**src/rtl/mem_stage_pkg.sv**
```systemverilog
// Shared pipeline definitions for the MEM stage: writeback select encodings,
// MEM-stage FSM states and datapath widths.
package mem_stage_pkg;

    localparam int DATA_W     = 32;
    localparam int REG_ADDR_W = 5;
    localparam int MTR_W      = 2;

    typedef enum logic [MTR_W-1:0] {
        MTR_ALU = 2'b00,
        MTR_MEM = 2'b01,
        MTR_PC4 = 2'b10
    } mem_to_reg_e;

    typedef enum logic {
        IDLE = 1'b0,
        WAIT = 1'b1
    } state_e;

endpackage

```
**src/rtl/mem_wb_reg.sv**
```systemverilog
// MEM/WB pipeline register bank; a bubble clears the valid, write enable
// and payload while the error pulses still pass through.
module mem_wb_reg
    import mem_stage_pkg::*;
(
    input  logic                  clk,
    input  logic                  reset,
    input  logic                  bubble,
    input  logic [MTR_W-1:0]      mem_to_reg,
    input  logic                  reg_write,
    input  logic [DATA_W-1:0]     read_data,
    input  logic [DATA_W-1:0]     alu_result,
    input  logic [REG_ADDR_W-1:0] write_register,
    input  logic                  align_err,
    input  logic                  bus_err,
    output logic [MTR_W-1:0]      mem_to_reg_o,
    output logic                  reg_write_o,
    output logic                  wb_valid_o,
    output logic [DATA_W-1:0]     read_data_o,
    output logic [DATA_W-1:0]     alu_result_o,
    output logic [REG_ADDR_W-1:0] write_register_o,
    output logic                  align_err_o,
    output logic                  bus_err_o
);

    // MEM -> WB boundary
    always_ff @(posedge clk or posedge reset) begin
        if (reset) begin
            mem_to_reg_o     <= '0;
            reg_write_o      <= 1'b0;
            wb_valid_o       <= 1'b0;
            read_data_o      <= '0;
            alu_result_o     <= '0;
            write_register_o <= '0;
            align_err_o      <= 1'b0;
            bus_err_o        <= 1'b0;
        end else begin
            wb_valid_o       <= ~bubble;
            reg_write_o      <= reg_write & ~bubble;
            mem_to_reg_o     <= bubble ? '0 : mem_to_reg;
            read_data_o      <= bubble ? '0 : read_data;
            alu_result_o     <= bubble ? '0 : alu_result;
            write_register_o <= bubble ? '0 : write_register;
            align_err_o      <= align_err;
            bus_err_o        <= bus_err;
        end
    end

endmodule

```
**src/rtl/mem_stage.sv**
```systemverilog
// MEM pipeline stage: branch/jump redirect, load/store over a req/ready port,
// and an IDLE/WAIT FSM that stalls upstream and times out a silent bus.
module mem_stage
    import mem_stage_pkg::*;
#(
    parameter int MAX_WAIT = 16
) (
    input  logic                  clk,
    input  logic                  reset,
    input  logic [MTR_W-1:0]      mem_to_reg_i,
    input  logic                  jump_i,
    input  logic                  branch_i,
    input  logic                  mem_read_i,
    input  logic                  mem_write_i,
    input  logic                  reg_write_i,
    input  logic [DATA_W-1:0]     pc_beq_i,
    input  logic [DATA_W-1:0]     alu_result_i,
    input  logic [DATA_W-1:0]     read_data2_i,
    input  logic                  zero_flag_i,
    input  logic [REG_ADDR_W-1:0] write_register_i,
    output logic                  dmem_req,
    output logic                  dmem_we,
    output logic [DATA_W-1:0]     dmem_addr,
    output logic [DATA_W-1:0]     dmem_wdata,
    input  logic [DATA_W-1:0]     dmem_rdata,
    input  logic                  dmem_ready,
    output logic                  stall_o,
    output logic                  pc_src_o,
    output logic [DATA_W-1:0]     branch_target_o,
    output logic [MTR_W-1:0]      mem_to_reg_o,
    output logic                  reg_write_o,
    output logic                  wb_valid_o,
    output logic [DATA_W-1:0]     read_data_o,
    output logic [DATA_W-1:0]     alu_result_o,
    output logic [REG_ADDR_W-1:0] write_register_o,
    output logic                  align_err_o,
    output logic                  bus_err_o
);

    localparam int CNT_W = (MAX_WAIT > 1) ? $clog2(MAX_WAIT) : 1;
    localparam logic [CNT_W-1:0] LAST_CNT = (MAX_WAIT > 0) ? CNT_W'(MAX_WAIT - 1) : '0;

    state_e                state_q, state_d;
    logic [CNT_W-1:0]      wait_cnt;
    logic                  access, aligned, timeout;
    logic                  req, stall, latch_en;

    logic                  lat_we, lat_reg_write;
    logic [MTR_W-1:0]      lat_mem_to_reg;
    logic [DATA_W-1:0]     lat_alu, lat_wdata;
    logic [REG_ADDR_W-1:0] lat_wr_reg;

    logic                  wb_bubble, wb_reg_write, wb_align_err, wb_bus_err;
    logic [MTR_W-1:0]      wb_mem_to_reg;
    logic [DATA_W-1:0]     wb_read_data, wb_alu;
    logic [REG_ADDR_W-1:0] wb_wr_reg;

    assign access  = mem_read_i | mem_write_i;
    assign aligned = (alu_result_i[1:0] == 2'b00);
    assign timeout = (MAX_WAIT != 0) && (wait_cnt == LAST_CNT);

    always_ff @(posedge clk or posedge reset) begin
        if (reset) begin
            state_q  <= IDLE;
            wait_cnt <= '0;
        end else begin
            state_q  <= state_d;
            wait_cnt <= (state_q == WAIT && state_d == WAIT) ? wait_cnt + CNT_W'(1) : '0;
        end
    end

    // Request fields held steady while the bus is slow; abandoned on reset
    always_ff @(posedge clk) begin
        if (latch_en) begin
            lat_we         <= mem_write_i;
            lat_reg_write  <= reg_write_i;
            lat_mem_to_reg <= mem_to_reg_i;
            lat_alu        <= alu_result_i;
            lat_wdata      <= read_data2_i;
            lat_wr_reg     <= write_register_i;
        end
    end

    always_comb begin
        state_d       = state_q;
        req           = 1'b0;
        stall         = 1'b0;
        latch_en      = 1'b0;
        dmem_we       = 1'b0;
        dmem_addr     = alu_result_i;
        dmem_wdata    = read_data2_i;
        wb_bubble     = 1'b0;
        wb_mem_to_reg = mem_to_reg_i;
        wb_reg_write  = reg_write_i;
        wb_read_data  = '0;
        wb_alu        = alu_result_i;
        wb_wr_reg     = write_register_i;
        wb_align_err  = 1'b0;
        wb_bus_err    = 1'b0;
        case (state_q)
            IDLE: begin
                if (access && aligned) begin
                    req     = 1'b1;
                    dmem_we = mem_write_i;
                    if (dmem_ready) begin
                        wb_read_data = (mem_read_i && !mem_write_i) ? dmem_rdata : '0;
                    end else begin
                        stall     = 1'b1;
                        latch_en  = 1'b1;
                        wb_bubble = 1'b1;
                        state_d   = WAIT;
                    end
                end else if (access) begin
                    wb_reg_write = 1'b0;
                    wb_align_err = 1'b1;
                end
            end
            WAIT: begin
                req           = 1'b1;
                dmem_we       = lat_we;
                dmem_addr     = lat_alu;
                dmem_wdata    = lat_wdata;
                wb_mem_to_reg = lat_mem_to_reg;
                wb_reg_write  = lat_reg_write;
                wb_alu        = lat_alu;
                wb_wr_reg     = lat_wr_reg;
                if (dmem_ready) begin
                    wb_read_data = lat_we ? '0 : dmem_rdata;
                    state_d      = IDLE;
                end else if (timeout) begin
                    wb_bubble  = 1'b1;
                    wb_bus_err = 1'b1;
                    state_d    = IDLE;
                end else begin
                    stall     = 1'b1;
                    wb_bubble = 1'b1;
                end
            end
            default: state_d = IDLE;
        endcase
    end

    assign dmem_req        = req & ~reset;
    assign stall_o         = stall & ~reset;
    assign pc_src_o        = ~reset & (state_q == IDLE) & (jump_i | (branch_i & zero_flag_i));
    assign branch_target_o = pc_beq_i;

    mem_wb_reg u_mem_wb_reg (
        .clk              (clk),
        .reset            (reset),
        .bubble           (wb_bubble),
        .mem_to_reg       (wb_mem_to_reg),
        .reg_write        (wb_reg_write),
        .read_data        (wb_read_data),
        .alu_result       (wb_alu),
        .write_register   (wb_wr_reg),
        .align_err        (wb_align_err),
        .bus_err          (wb_bus_err),
        .mem_to_reg_o     (mem_to_reg_o),
        .reg_write_o      (reg_write_o),
        .wb_valid_o       (wb_valid_o),
        .read_data_o      (read_data_o),
        .alu_result_o     (alu_result_o),
        .write_register_o (write_register_o),
        .align_err_o      (align_err_o),
        .bus_err_o        (bus_err_o)
    );

endmodule

```
**config.mk**
```make
export PLATFORM = sky130hd
export DESIGN_NAME = mem_stage
export DESIGN_NICKNAME = d
export VERILOG_FILES = /design/src/rtl/mem_stage_pkg.sv /design/src/rtl/mem_wb_reg.sv /design/src/rtl/mem_stage.sv
export SDC_FILE = /design/constraint.sdc
export NUM_CORES = 1
export LEC_CHECK = 0
export CAP_MARGIN = 20
export CORE_AREA = 2 2 123 125
export DETAILED_ROUTE_END_ITERATION = 10
export DIE_AREA = 0 0 125 127
export PLACE_DENSITY = 0.83
export RECOVER_POWER = 50
export SLEW_MARGIN = 30
export SYNTH_ARGS = -nofsm -noshare
export SYNTH_HDL_FRONTEND = slang
export SYNTH_SLANG_ARGS = --single-unit
```
**constraint.sdc**
```tcl
create_clock -name clk -period 22.2 [get_ports clk]
set_input_delay 4.44 -clock clk [delete_from_list [all_inputs] [get_ports clk]]
set_output_delay 4.44 -clock clk [all_outputs]
set_load 0.02 [all_outputs]
```
==> metrics.txt, run 1 <==
# TYPE chip_impl_metric gauge
chip_impl_metric{name="synth_nets",unit=""} 529
chip_impl_metric{name="tightestPinTransition",unit="ps"} 2080
chip_impl_metric{name="synthesis.area_per_instance",unit="um2"} 16.0
chip_impl_metric{name="fin_hold_ws",unit="ps"} 514
chip_impl_metric{name="final_layout_size_suffix_gt1_frac",unit=""} 0.136
chip_impl_metric{name="first_drt_pass_iteration_count",unit=""} 4
chip_impl_info{name="grt_setup_unrepaired",value="no"} 1
chip_impl_metric{name="hpwlAfterDp",unit="um"} 11000
chip_impl_metric{name="initial_core_util",unit=""} 0.427
chip_impl_metric{name="yosys_register_bits",unit=""} 153
chip_impl_info{name="worstHoldEndpoint",value="wait_cnt[0]"} 1
chip_impl_metric{name="cts_hold_buf",unit=""} 0
chip_impl_metric{name="antenna_violation_net_count_after_detailed_routing",unit=""} 0
chip_impl_metric{name="cts_resized",unit=""} 0
chip_impl_metric{name="chip_height",unit="um"} 127
chip_impl_metric{name="postRouteWirelength",unit="um"} 15400
chip_impl_metric{name="cts_num_sinks",unit=""} 153
chip_impl_metric{name="grt_pass1_vias",unit=""} 4391
chip_impl_metric{name="row_count",unit=""} 44
chip_impl_metric{name="final-setup-viol-count",unit=""} 0
chip_impl_metric{name="synth_seq_area_share",unit=""} 0.681
chip_impl_metric{name="final_stage_net_count",unit=""} 755
chip_impl_metric{name="r2r_setup_slack",unit="ps"} 19530
chip_impl_metric{name="gp_weighted_congestion",unit=""} 0.826
chip_impl_metric{name="placement.io_buffers",unit=""} 254
chip_impl_info{name="timing.hold.worst.class",value="reg2reg"} 1
chip_impl_metric{name="overall_global_routing_resource_usage",unit=""} 0.196
chip_impl_metric{name="core",unit="mm2"} 0.0144
chip_impl_metric{name="num_vias",unit=""} 4011
chip_impl_metric{name="syn_area",unit="mm2"} 0.00616
chip_impl_metric{name="nFillCells",unit=""} 1097
chip_impl_info{name="hold_path_startpoint",value="wait_cnt[0]"} 1
chip_impl_metric{name="finalClockSkew",unit="ps"} 7.24
chip_impl_info{name="status",value="finished, violations left"} 1
chip_impl_metric{name="totalNegativeSetupSlack",unit="ps"} 0
chip_impl_metric{name="synth-edff-count",unit=""} 73
chip_impl_metric{name="crit_fanout",unit=""} 44
chip_impl_metric{name="layoutNonFillerInstCount",unit=""} 808
chip_impl_metric{name="asyncSetResetFlopFracSynth",unit=""} 0.523
chip_impl_metric{name="critical_path_required",unit="ps"} 17760
chip_impl_metric{name="die_w",unit="um"} 125
chip_impl_info{name="regToRegStartpoint",value="state_q"} 1
chip_impl_metric{name="grt_remaining_overflow",unit=""} 0
chip_impl_metric{name="pre_cts_ws",unit="ps"} 10740
chip_impl_metric{name="drt_first_iter_violations",unit=""} 225
chip_impl_metric{name="postSynthCellCount",unit=""} 384
chip_impl_metric{name="htree_levels",unit=""} 4
chip_impl_metric{name="worstPathArrival",unit="ps"} 8790
chip_impl_info{name="critPathCaptureType",value="primary output"} 1
chip_impl_metric{name="post-cts-setup-buffer-count",unit=""} 0
chip_impl_metric{name="fin_util",unit=""} 0.630
chip_impl_metric{name="pin_count_of_the_biggest_net_entering_global_routing",unit=""} 72
chip_impl_metric{name="path_clk_slew",unit="ps"} 60
chip_impl_info{name="r2r_end",value="lat_alu[11]"} 1
chip_impl_metric{name="design.portCount",unit=""} 319
chip_impl_metric{name="vias_per_cell",unit=""} 4.96
chip_impl_metric{name="place_inst",unit=""} 775
chip_impl_metric{name="antenna_found_initial",unit=""} 2
chip_impl_metric{name="cellLeakagePower",unit="nW"} 3.52
chip_impl_metric{name="ys_types",unit=""} 38
chip_impl_metric{name="reg2regPathDepth",unit=""} 2
chip_impl_metric{name="timing_hold_violations_final",unit=""} 0
chip_impl_metric{name="post-route-period-util",unit=""} 0.596
chip_impl_metric{name="power.density",unit="mW/mm2"} 77.8
chip_impl_info{name="setup_crit_path_kind",value="in2out"} 1
chip_impl_metric{name="grt_pass1_wl",unit="um"} 24100
chip_impl_metric{name="cts_made_buffers",unit=""} 17
chip_impl_metric{name="worst_slack",unit="ps"} 8970
chip_impl_info{name="failed_checks",value="capacitance limit, slew limit"} 1
chip_impl_metric{name="ys_warn_count",unit=""} 0
chip_impl_metric{name="fin_crit",unit="ps"} 13230
chip_impl_metric{name="fmax",unit="GHz"} 0.0756
chip_impl_metric{name="peakVddDrop",unit="mV"} 0.0462
chip_impl_metric{name="min_delay_path_depth",unit=""} 1
chip_impl_info{name="clk_root_buffer_cell",value="clkbuf_16"} 1
chip_impl_metric{name="final-max-slew-violation-count",unit=""} 131
chip_impl_info{name="worst_setup_path_start_kind",value="input port"} 1
chip_impl_info{name="postSynth.topFlopCell",value="dfrtp_1"} 1
chip_impl_metric{name="area_delta_synth_final",unit="%"} 47.6
chip_impl_metric{name="drcViolationCount",unit=""} 0
chip_impl_metric{name="drv_cap",unit=""} 3
chip_impl_metric{name="routed_length_per_placed_instance",unit="um"} 19.0
chip_impl_metric{name="fp.dieArea",unit="mm2"} 0.0159
chip_impl_metric{name="clk_path_buf_depth",unit=""} 2
chip_impl_metric{name="clkLatencyLatePin",unit="ps"} 410
chip_impl_info{name="clock_tree_from_tritoncts",value="yes"} 1
chip_impl_metric{name="timing.max_slew.rel_slack",unit=""} -0.388
[worst max path at each step]
| stage | start | end | slack [ps] |
|---|---|---|---|
| floorplan | alu_result_i[0] | lat_alu[0] | 9890 |
| global placement | reset | stall_o | 10840 |
| detailed placement | reset | stall_o | 10740 |
| CTS | reset | stall_o | 10760 |
| global route | reset | stall_o | 8260 |
| finish | reset | stall_o | 8970 |
[synthesized netlist by cell type, drive strengths merged, types with 3 or more instances]
cell type  instances  area share
edfxtp            73        0.36
inv                3      0.0018
nand2              3      0.0022
mux2i              7       0.011
mux2              64        0.12
and2              33       0.034
buf               48       0.065
clkbuf             4      0.0024
a21oi             11      0.0089
nor2               4      0.0028
dfrtp             80        0.33
a21boi            32       0.039
o21ai              3      0.0024
[critical path: stages]
cell and delay [ps]:
dlygate4sd3_1 570, clkinvlp_2 1480, clkbuf_1 1200, and4_1 520, clkdlybuf4s50_1 540
[layer usage]
| metal | routed length, um | vias to the layer above | share of wire | GRT usage |
|---|---|---|---|---|
| li1 | - | 1801 | - | - |
| met1 | 5980 | 1978 | 0.39 | 0.223 |
| met2 | 7940 | 184 | 0.52 | 0.345 |
| met3 | 1110 | 48 | 0.072 | 0.0712 |
| met4 | 361 | 0 | 0.023 | 0.0673 |
| met5 | 0 | - | 0 | 0 |
[through the flow]
stage          total power, mW  instance area, um2
2_1_floorplan            0.385                6160
3_3_place_gp             0.439                8570
3_5_place_dp             0.442                8570
4_1_cts                  0.717                9130
5_1_grt                  0.735                9090
6_report                 0.707                9090
[cells by family after synthesis]
| group | synth area share |
|---|---|
| buf+inv | 0.0691 |
| mux | 0.133 |
| simple gates | 0.0575 |
| flops | 0.681 |
| fa+ha+maj | 0.00203 |
| compound gates | 0.0563 |
| xor+xnor | 0.00142 |
[placed cells by master, fill, tap and decap left out, drive strengths merged, types with 3 or more instances in the layout]
cell type,n
clkinv,4
dfrtp,80
mux2i,7
buf,3
mux2,64
nor2,4
clkdlybuf4s50,172
and2,33
edfxtp,73
a21oi,11
nand2,3
dlygate4sd3,82
clkinvlp,3
o21ai,3
clkbuf,25
a21boi,32
inv,3
[where the power goes]
part	leakage, nW	internal, mW	switching, mW
Combinational	1.56	0.0593	0.0557
Clock	0.271	0.168	0.108
Sequential	1.69	0.311	0.00536
Total	3.52	0.538	0.169
[final cells by class]
class                      instances  area, um2  share of cell area
sequential                       153       4200               0.462
clock inverter                     9        101              0.0111
clock buffer                      23        458              0.0504
inverter                           3       12.5             0.00138
multi-input combinational        176       1520               0.167
tap                              184        230              0.0253
antenna                            1       2.50            0.000275
timing repair buffer             259       2570               0.283
Note: power is estimated with default switching activity, not from simulation.
==> run 2, diff against run 1 <==
--- a/config.mk
+++ b/config.mk
@@ -6,10 +6,11 @@
 export NUM_CORES = 1
 export LEC_CHECK = 0
 export CAP_MARGIN = 20
-export CORE_AREA = 2 2 123 125
+export CORE_ASPECT_RATIO = 2
+export CORE_MARGIN = 1
+export CORE_UTILIZATION = 36
 export DETAILED_ROUTE_END_ITERATION = 10
-export DIE_AREA = 0 0 125 127
-export PLACE_DENSITY = 0.83
+export PLACE_DENSITY = 0.75
 export RECOVER_POWER = 50
 export SLEW_MARGIN = 30
 export SYNTH_ARGS = -nofsm -noshare
==> constraint.sdc (replaced) <==
create_clock -name clk -period 11.8 [get_ports clk]
set_input_delay 2.36 -clock clk [delete_from_list [all_inputs] [get_ports clk]]
set_output_delay 2.36 -clock clk [all_outputs]
set_load 0.02 [all_outputs]
==> run 2 against run 1 <==
Total power up 90%. Highest routed layer unchanged. The run still ends with capacitance limit, slew limit left. Die area is 11% higher. Worst hold slack worse by 9.8 ps. Final cell count rose by 2.8%. Register-to-register slack worse by 10000 ps. Final area grew 0.96%. Largest cell class unchanged. Largest power group unchanged.
==> metrics.txt, run 2 (synthesis gave the netlist of run 1 again) <==
# TYPE chip_impl_metric gauge
chip_impl_metric{name="post-cts-setup-buffer-count",unit=""} 0
chip_impl_metric{name="fin_crit",unit="ps"} 7840
chip_impl_metric{name="antenna_violation_net_count_after_detailed_routing",unit=""} 0
chip_impl_metric{name="final-max-slew-violation-count",unit=""} 127
chip_impl_metric{name="fmax",unit="GHz"} 0.128
chip_impl_metric{name="placement.io_buffers",unit=""} 254
chip_impl_metric{name="final_layout_size_suffix_gt1_frac",unit=""} 0.139
chip_impl_metric{name="cellLeakagePower",unit="nW"} 3.61
chip_impl_metric{name="antenna_cells",unit=""} 0
chip_impl_metric{name="sequential_cell_fraction_of_total_power",unit=""} 0.441
chip_impl_metric{name="area_delta_synth_final",unit="%"} 49.0
chip_impl_metric{name="post-route-period-util",unit=""} 0.664
chip_impl_metric{name="timing.max_slew.rel_slack",unit=""} -1.92
chip_impl_info{name="timing.hold.worst.class",value="reg2reg"} 1
chip_impl_metric{name="peakVddDrop",unit="mV"} 0.0934
chip_impl_metric{name="fin_hold_ws",unit="ps"} 505
chip_impl_metric{name="stdcell_area",unit="mm2"} 0.00918
chip_impl_metric{name="htree_levels",unit=""} 4
chip_impl_metric{name="clk_path_buf_depth",unit=""} 2
chip_impl_metric{name="design.portCount",unit=""} 319
chip_impl_info{name="setup_crit_path_kind",value="in2out"} 1
chip_impl_metric{name="multi_input_area",unit="mm2"} 0.00152
chip_impl_metric{name="worstPathArrival",unit="ps"} 5480
chip_impl_metric{name="row_count",unit=""} 67
chip_impl_info{name="worstHoldEndpoint",value="wait_cnt[0]"} 1
chip_impl_metric{name="first_drt_pass_iteration_count",unit=""} 4
chip_impl_info{name="top_usage_layer",value="met2"} 1
chip_impl_info{name="hold_path_startpoint",value="wait_cnt[0]"} 1
chip_impl_metric{name="reg2regPathDepth",unit=""} 2
chip_impl_info{name="regToRegStartpoint",value="state_q"} 1
chip_impl_metric{name="timing_hold_violations_final",unit=""} 0
chip_impl_metric{name="vias_per_cell",unit=""} 4.83
chip_impl_metric{name="chip_height",unit="um"} 187
chip_impl_metric{name="drt_first_iter_violations",unit=""} 91
chip_impl_metric{name="switching_power",unit="uW"} 325
chip_impl_metric{name="path_clk_slew",unit="ps"} 60
chip_impl_metric{name="min_delay_path_depth",unit=""} 1
chip_impl_metric{name="ff_latch_area",unit="mm2"} 0.00420
chip_impl_metric{name="cts_resized",unit=""} 0
chip_impl_metric{name="final_stage_net_count",unit=""} 756
chip_impl_metric{name="internal_power",unit="mW"} 1.02
chip_impl_info{name="clock_tree_from_tritoncts",value="yes"} 1
chip_impl_metric{name="nFillCells",unit=""} 1386
chip_impl_info{name="failed_checks",value="capacitance limit, slew limit"} 1
chip_impl_info{name="commonest_cells_after_routing_fill_and_taps_aside",value="clkdlybuf4s50_1 (137), dlygate4sd3_1 (117), dfrtp_1 (79), edfxtp_1 (73), mux2_2 (45)"} 1
chip_impl_info{name="status",value="finished, violations left"} 1
chip_impl_metric{name="clkLatencyLatePin",unit="ps"} 410
chip_impl_metric{name="crit_fanout",unit=""} 45
chip_impl_metric{name="cts_num_sinks",unit=""} 153
chip_impl_metric{name="total_power_of_the_final_layout",unit="mW"} 1.34
chip_impl_metric{name="grt_remaining_overflow",unit=""} 0
chip_impl_metric{name="grt_pass1_wl",unit="um"} 23400
chip_impl_metric{name="critical_path_required",unit="ps"} 9440
chip_impl_metric{name="r2r_setup_slack",unit="ps"} 9580
chip_impl_metric{name="use_met3",unit=""} 0.0439
chip_impl_metric{name="num_vias",unit=""} 4014
chip_impl_metric{name="core",unit="mm2"} 0.0168
chip_impl_info{name="r2r_end",value="lat_alu[23]"} 1
chip_impl_metric{name="finalClockSkew",unit="ps"} 12.3
chip_impl_metric{name="totalNegativeSetupSlack",unit="ps"} 0
chip_impl_info{name="commonest_non_fill_non_tap_cell_in_the_layout",value="clkdlybuf4s50_1"} 1
chip_impl_metric{name="power.density",unit="mW/mm2"} 147
chip_impl_metric{name="antenna_found_initial",unit=""} 0
chip_impl_metric{name="worst_slack",unit="ps"} 3960
chip_impl_info{name="clk_root_buffer_cell",value="clkbuf_16"} 1
chip_impl_metric{name="drcViolationCount",unit=""} 0
chip_impl_metric{name="die_w",unit="um"} 94.5
chip_impl_info{name="grt_setup_unrepaired",value="no"} 1
chip_impl_metric{name="cts_hold_buf",unit=""} 0
chip_impl_metric{name="initial_core_util",unit=""} 0.367
chip_impl_metric{name="grt.met1_usage",unit=""} 0.170
chip_impl_metric{name="cts_made_buffers",unit=""} 17
chip_impl_metric{name="grt_pass1_vias",unit=""} 4363
chip_impl_metric{name="final-setup-viol-count",unit=""} 0
chip_impl_metric{name="routed_length_per_placed_instance",unit="um"} 18.7
chip_impl_info{name="worst_setup_path_start_kind",value="input port"} 1
chip_impl_metric{name="pre_cts_ws",unit="ps"} 5110
chip_impl_metric{name="hpwlAfterDp",unit="um"} 11100
chip_impl_metric{name="drv_cap",unit=""} 2
chip_impl_metric{name="sw_frac_of_total",unit=""} 0.242
chip_impl_metric{name="postRouteWirelength",unit="um"} 15600
chip_impl_metric{name="gp_weighted_congestion",unit=""} 0.759
chip_impl_metric{name="comb_power_share",unit=""} 0.161
chip_impl_info{name="critPathCaptureType",value="primary output"} 1
chip_impl_metric{name="pin_count_of_the_biggest_net_entering_global_routing",unit=""} 81
chip_impl_metric{name="clock_power_frac",unit=""} 0.398
chip_impl_metric{name="fp.dieArea",unit="mm2"} 0.0177
chip_impl_metric{name="overall_global_routing_resource_usage",unit=""} 0.182
chip_impl_metric{name="post_dp_cell_area",unit="mm2"} 0.00863
chip_impl_metric{name="tightestPinTransition",unit="ps"} 4380
chip_impl_metric{name="global_route.usage.met2",unit=""} 0.331
## run 2: how the worst max path moves through the flow
stage	from	end	slack (ps)	cells after the start
after CTS	alu_result_i[0]	stall_o	5090	5
after floorplan	alu_result_i[0]	lat_alu[0]	1570	2
final	dmem_ready	stall_o	3960	5
after global placement	alu_result_i[0]	stall_o	5110	5
after global routing	reset	state_q	3500	3
after detailed placement	alu_result_i[0]	stall_o	5110	5
## run 2: per-stage QoR
stage,util,cells
2_1_floorplan,-,384
3_3_place_gp,0.512,797
3_5_place_dp,0.515,799
4_1_cts,0.550,831
5_1_grt,0.547,831
6_report,0.547,831
## run 2: power by group through the flow
stage / Combinational, mW / Clock (mW) / Sequential (mW)
2_1_floorplan: 0.100 / 0 / 0.625
3_3_place_gp: 0.219 / 0 / 0.608
3_5_place_dp: 0.229 / 0 / 0.605
4_1_cts: 0.230 / 0.550 / 0.594
5_1_grt: 0.230 / 0.573 / 0.595
6_report: 0.217 / 0.535 / 0.593
## run 2: final cells by class
class / count / share of cell area
clock buffers: 22 / 0.0507
flip-flops and latches: 153 / 0.457
clock inverters: 10 / 0.0130
inverters: 3 / 0.00136
multi-input cells: 176 / 0.165
repair buffers: 260 / 0.284
well taps: 207 / 0.0282
## run 2: worst max-delay path: stages
cell and delay [ps]:
dlygate4sd3_1 580, inv_1 70, clkbuf_1 1430, and4_1 410
clkdlybuf4s50_1 620
## run 2: metal layers
layer	up-vias	wire, um
met4	0	939
li1	1792	-
met2	190	8420
met5	-	0
met3	61	1070
met1	1971	5140
==> run 3, diff against run 2 <==
--- a/config.mk
+++ b/config.mk
@@ -8,9 +8,9 @@
 export CAP_MARGIN = 20
 export CORE_ASPECT_RATIO = 2
 export CORE_MARGIN = 1
-export CORE_UTILIZATION = 36
+export CORE_UTILIZATION = 40
 export DETAILED_ROUTE_END_ITERATION = 10
-export PLACE_DENSITY = 0.75
+export PLACE_DENSITY = 0.79
 export RECOVER_POWER = 50
 export SLEW_MARGIN = 30
 export SYNTH_ARGS = -nofsm -noshare
==> constraint.sdc (replaced) <==
create_clock -name clk -period 8.05 [get_ports clk]
set_input_delay 1.61 -clock clk [delete_from_list [all_inputs] [get_ports clk]]
set_output_delay 1.61 -clock clk [all_outputs]
set_load 0.02 [all_outputs]
==> run 3 against run 2 <==
The flow still finishes with violations (capacitance limit, slew limit). Utilization up 7.1 points. Routed wire length grew 1.2%. Sequential power increased by 47%. Combinational power is 47% higher. Die area shrank 9.8%. Critical path depth is the same. Sequential share of layout area decreased by 0.16 points. Non-clock buffer count unchanged. Total power is 51% higher. Critical endpoint unchanged.
==> metrics.txt, run 3 (synthesis gave the netlist of run 1 again) <==
# TYPE chip_impl_metric gauge
chip_impl_metric{name="final-max-slew-violation-count",unit=""} 99
chip_impl_metric{name="grt_pass1_wl",unit="um"} 24000
chip_impl_metric{name="drcViolationCount",unit=""} 0
chip_impl_metric{name="min_delay_path_depth",unit=""} 1
chip_impl_metric{name="cts_made_buffers",unit=""} 17
chip_impl_info{name="clk_root_buffer_cell",value="clkbuf_16"} 1
chip_impl_info{name="worst_setup_path_start_kind",value="input port"} 1
chip_impl_info{name="regToRegStartpoint",value="state_q"} 1
chip_impl_metric{name="finalClockSkew",unit="ps"} 10.6
chip_impl_info{name="cell_chain_critical_path",value="dlygate4sd3_1 -> inv_1 -> clkbuf_1 -> and4_1 -> clkdlybuf4s50_1"} 1
chip_impl_info{name="failed_checks",value="capacitance limit, slew limit"} 1
chip_impl_metric{name="first_drt_pass_iteration_count",unit=""} 4
chip_impl_metric{name="clk_path_buf_depth",unit=""} 2
chip_impl_metric{name="reg2regPathDepth",unit=""} 3
chip_impl_metric{name="gp_weighted_congestion",unit=""} 0.778
chip_impl_metric{name="r2r_setup_slack",unit="ps"} 5550
chip_impl_metric{name="cp_slowest_stage_delay",unit="ps"} 1360
chip_impl_metric{name="crit_fanout",unit=""} 45
chip_impl_metric{name="clkLatencyLatePin",unit="ps"} 420
chip_impl_metric{name="post-cts-setup-buffer-count",unit=""} 0
chip_impl_metric{name="internal_power",unit="mW"} 1.55
chip_impl_metric{name="clock_power_frac",unit=""} 0.414
chip_impl_info{name="worstHoldEndpoint",value="wait_cnt[0]"} 1
chip_impl_metric{name="htree_levels",unit=""} 4
chip_impl_metric{name="hpwlAfterDp",unit="um"} 11300
chip_impl_metric{name="antenna_violation_net_count_after_detailed_routing",unit=""} 0
chip_impl_metric{name="grt.met1_usage",unit=""} 0.194
chip_impl_info{name="grt_setup_unrepaired",value="no"} 1
chip_impl_metric{name="timing.max_slew.rel_slack",unit=""} -0.960
chip_impl_metric{name="use_met3",unit=""} 0.0510
chip_impl_info{name="hold_path_startpoint",value="wait_cnt[0]"} 1
chip_impl_metric{name="cellLeakagePower",unit="nW"} 3.61
chip_impl_metric{name="peakVddDrop",unit="mV"} 0.140
chip_impl_info{name="commonest_non_fill_non_tap_cell_in_the_layout",value="clkdlybuf4s50_1"} 1
chip_impl_metric{name="fmax",unit="GHz"} 0.158
chip_impl_info{name="worst_path_dominant_cell_family",value="buffers and inverters"} 1
chip_impl_metric{name="area_delta_synth_final",unit="%"} 49.6
chip_impl_metric{name="vias_per_cell",unit=""} 4.90
chip_impl_metric{name="postRouteWirelength",unit="um"} 15800
chip_impl_metric{name="post-route-period-util",unit=""} 0.784
chip_impl_metric{name="design.portCount",unit=""} 319
chip_impl_metric{name="stdcell_area",unit="mm2"} 0.00921
chip_impl_metric{name="layoutNonFillerInstCount",unit=""} 821
chip_impl_metric{name="fin_crit",unit="ps"} 6310
chip_impl_metric{name="comb_power_share",unit=""} 0.156
chip_impl_metric{name="pin_count_of_the_biggest_net_entering_global_routing",unit=""} 53
chip_impl_metric{name="path_clk_slew",unit="ps"} 60
chip_impl_metric{name="critPathBufInv",unit=""} 4
chip_impl_metric{name="overall_global_routing_resource_usage",unit=""} 0.202
chip_impl_info{name="setup_crit_path_kind",value="in2out"} 1
chip_impl_metric{name="chip_height",unit="um"} 177
chip_impl_metric{name="fin_util",unit=""} 0.618
chip_impl_metric{name="num_vias",unit=""} 4021
chip_impl_info{name="timing.hold.worst.class",value="reg2reg"} 1
chip_impl_metric{name="final-setup-viol-count",unit=""} 0
chip_impl_metric{name="drv_cap",unit=""} 2
chip_impl_metric{name="routed_length_per_placed_instance",unit="um"} 19.2
chip_impl_metric{name="tightestPinTransition",unit="ps"} 2940
chip_impl_info{name="r2r_end",value="u_mem_wb_reg.read_data_o[14]"} 1
chip_impl_metric{name="cts_num_sinks",unit=""} 153
chip_impl_metric{name="timing_hold_violations_final",unit=""} 0
chip_impl_metric{name="post_dp_cell_area",unit="mm2"} 0.00859
chip_impl_metric{name="place_inst",unit=""} 786
chip_impl_metric{name="grt_pass1_vias",unit=""} 4372
chip_impl_info{name="critical-path-slowest-cell",value="clkbuf_1"} 1
chip_impl_info{name="commonest_cells_after_routing_fill_and_taps_aside",value="clkdlybuf4s50_1 (145), dlygate4sd3_1 (109), dfrtp_1 (79), edfxtp_1 (73), mux2_2 (45)"} 1
chip_impl_info{name="clock_tree_from_tritoncts",value="yes"} 1
chip_impl_info{name="critPathCaptureType",value="primary output"} 1
chip_impl_metric{name="worstPathArrival",unit="ps"} 4700
chip_impl_info{name="status",value="finished, violations left"} 1
chip_impl_metric{name="antenna_found_initial",unit=""} 2
chip_impl_metric{name="cts_hold_buf",unit=""} 0
chip_impl_metric{name="critical_path_required",unit="ps"} 6440
chip_impl_metric{name="fp.dieArea",unit="mm2"} 0.0159
chip_impl_metric{name="placement.io_buffers",unit=""} 254
chip_impl_metric{name="global_route.usage.met2",unit=""} 0.381
chip_impl_metric{name="total_power_of_the_final_layout",unit="mW"} 2.03
chip_impl_metric{name="drt_first_iter_violations",unit=""} 146
chip_impl_metric{name="grt_remaining_overflow",unit=""} 0
chip_impl_metric{name="power.density",unit="mW/mm2"} 220
chip_impl_metric{name="final_stage_net_count",unit=""} 756
chip_impl_metric{name="cts_resized",unit=""} 0
chip_impl_metric{name="critical_path_depth",unit=""} 5
chip_impl_metric{name="row_count",unit=""} 63
chip_impl_metric{name="totalNegativeSetupSlack",unit="ps"} 0
chip_impl_metric{name="switching_power",unit="uW"} 483
chip_impl_metric{name="core",unit="mm2"} 0.0149
chip_impl_metric{name="die_w",unit="um"} 89.7
chip_impl_metric{name="sequential_cell_fraction_of_total_power",unit=""} 0.430
chip_impl_info{name="top_usage_layer",value="met2"} 1
chip_impl_metric{name="final_layout_size_suffix_gt1_frac",unit=""} 0.141
chip_impl_metric{name="initial_core_util",unit=""} 0.413
chip_impl_metric{name="sw_frac_of_total",unit=""} 0.238
==> run 3: worst max-delay path by stage <==
stage | startpoint | end | slack [ps]
after CTS | alu_result_i[0] | stall_o | 2210
after global routing | reset | state_q | 1480
final | dmem_ready | stall_o | 1740
after detailed placement | alu_result_i[0] | stall_o | 2240
after global placement | alu_result_i[0] | stall_o | 2320
after floorplan | alu_result_i[0] | lat_alu[0] | 1670
==> run 3: worst reg2reg max path, cell delays in order (launching register included) <==
cell and delay (ps):
dfrtp_4 770, buf_4 650, o211a_1 770, and2_0 240
==> run 3: area by class of cell <==
type | count | area [um2]
clock buffers | 21 | 450
fillers | 1107 | 5690
repair buffers | 260 | 2600
flip-flops and latches | 153 | 4200
multi-input cells | 176 | 1530
clock inverters | 11 | 170
well taps | 195 | 244
diodes | 2 | 5.00
inverters | 3 | 12.5
==> run 3: metal layers <==
layer	wire (um)	share of wire	vias up
met2	8960	0.57	174
met5	13	0.00082	-
li1	-	-	1800
met1	5240	0.33	1993
met4	633	0.040	2
met3	910	0.058	52
==> run 3: per-stage QoR <==
step           hold WS [ps]  worst slack [ps]
5_1_grt                 539              1480
3_5_place_dp            501              2240
2_1_floorplan           468              1670
6_report                507              1740
3_3_place_gp            479              2320
4_1_cts                 514              2210
==> run 3: power groups by stage <==
stage          Clock (mW)  Combinational, mW  Sequential, mW
4_1_cts             0.854              0.332           0.874
2_1_floorplan           0              0.147           0.915
3_3_place_gp            0              0.323           0.887
6_report            0.840              0.318           0.872
3_5_place_dp            0              0.329           0.889
5_1_grt             0.882              0.335           0.875
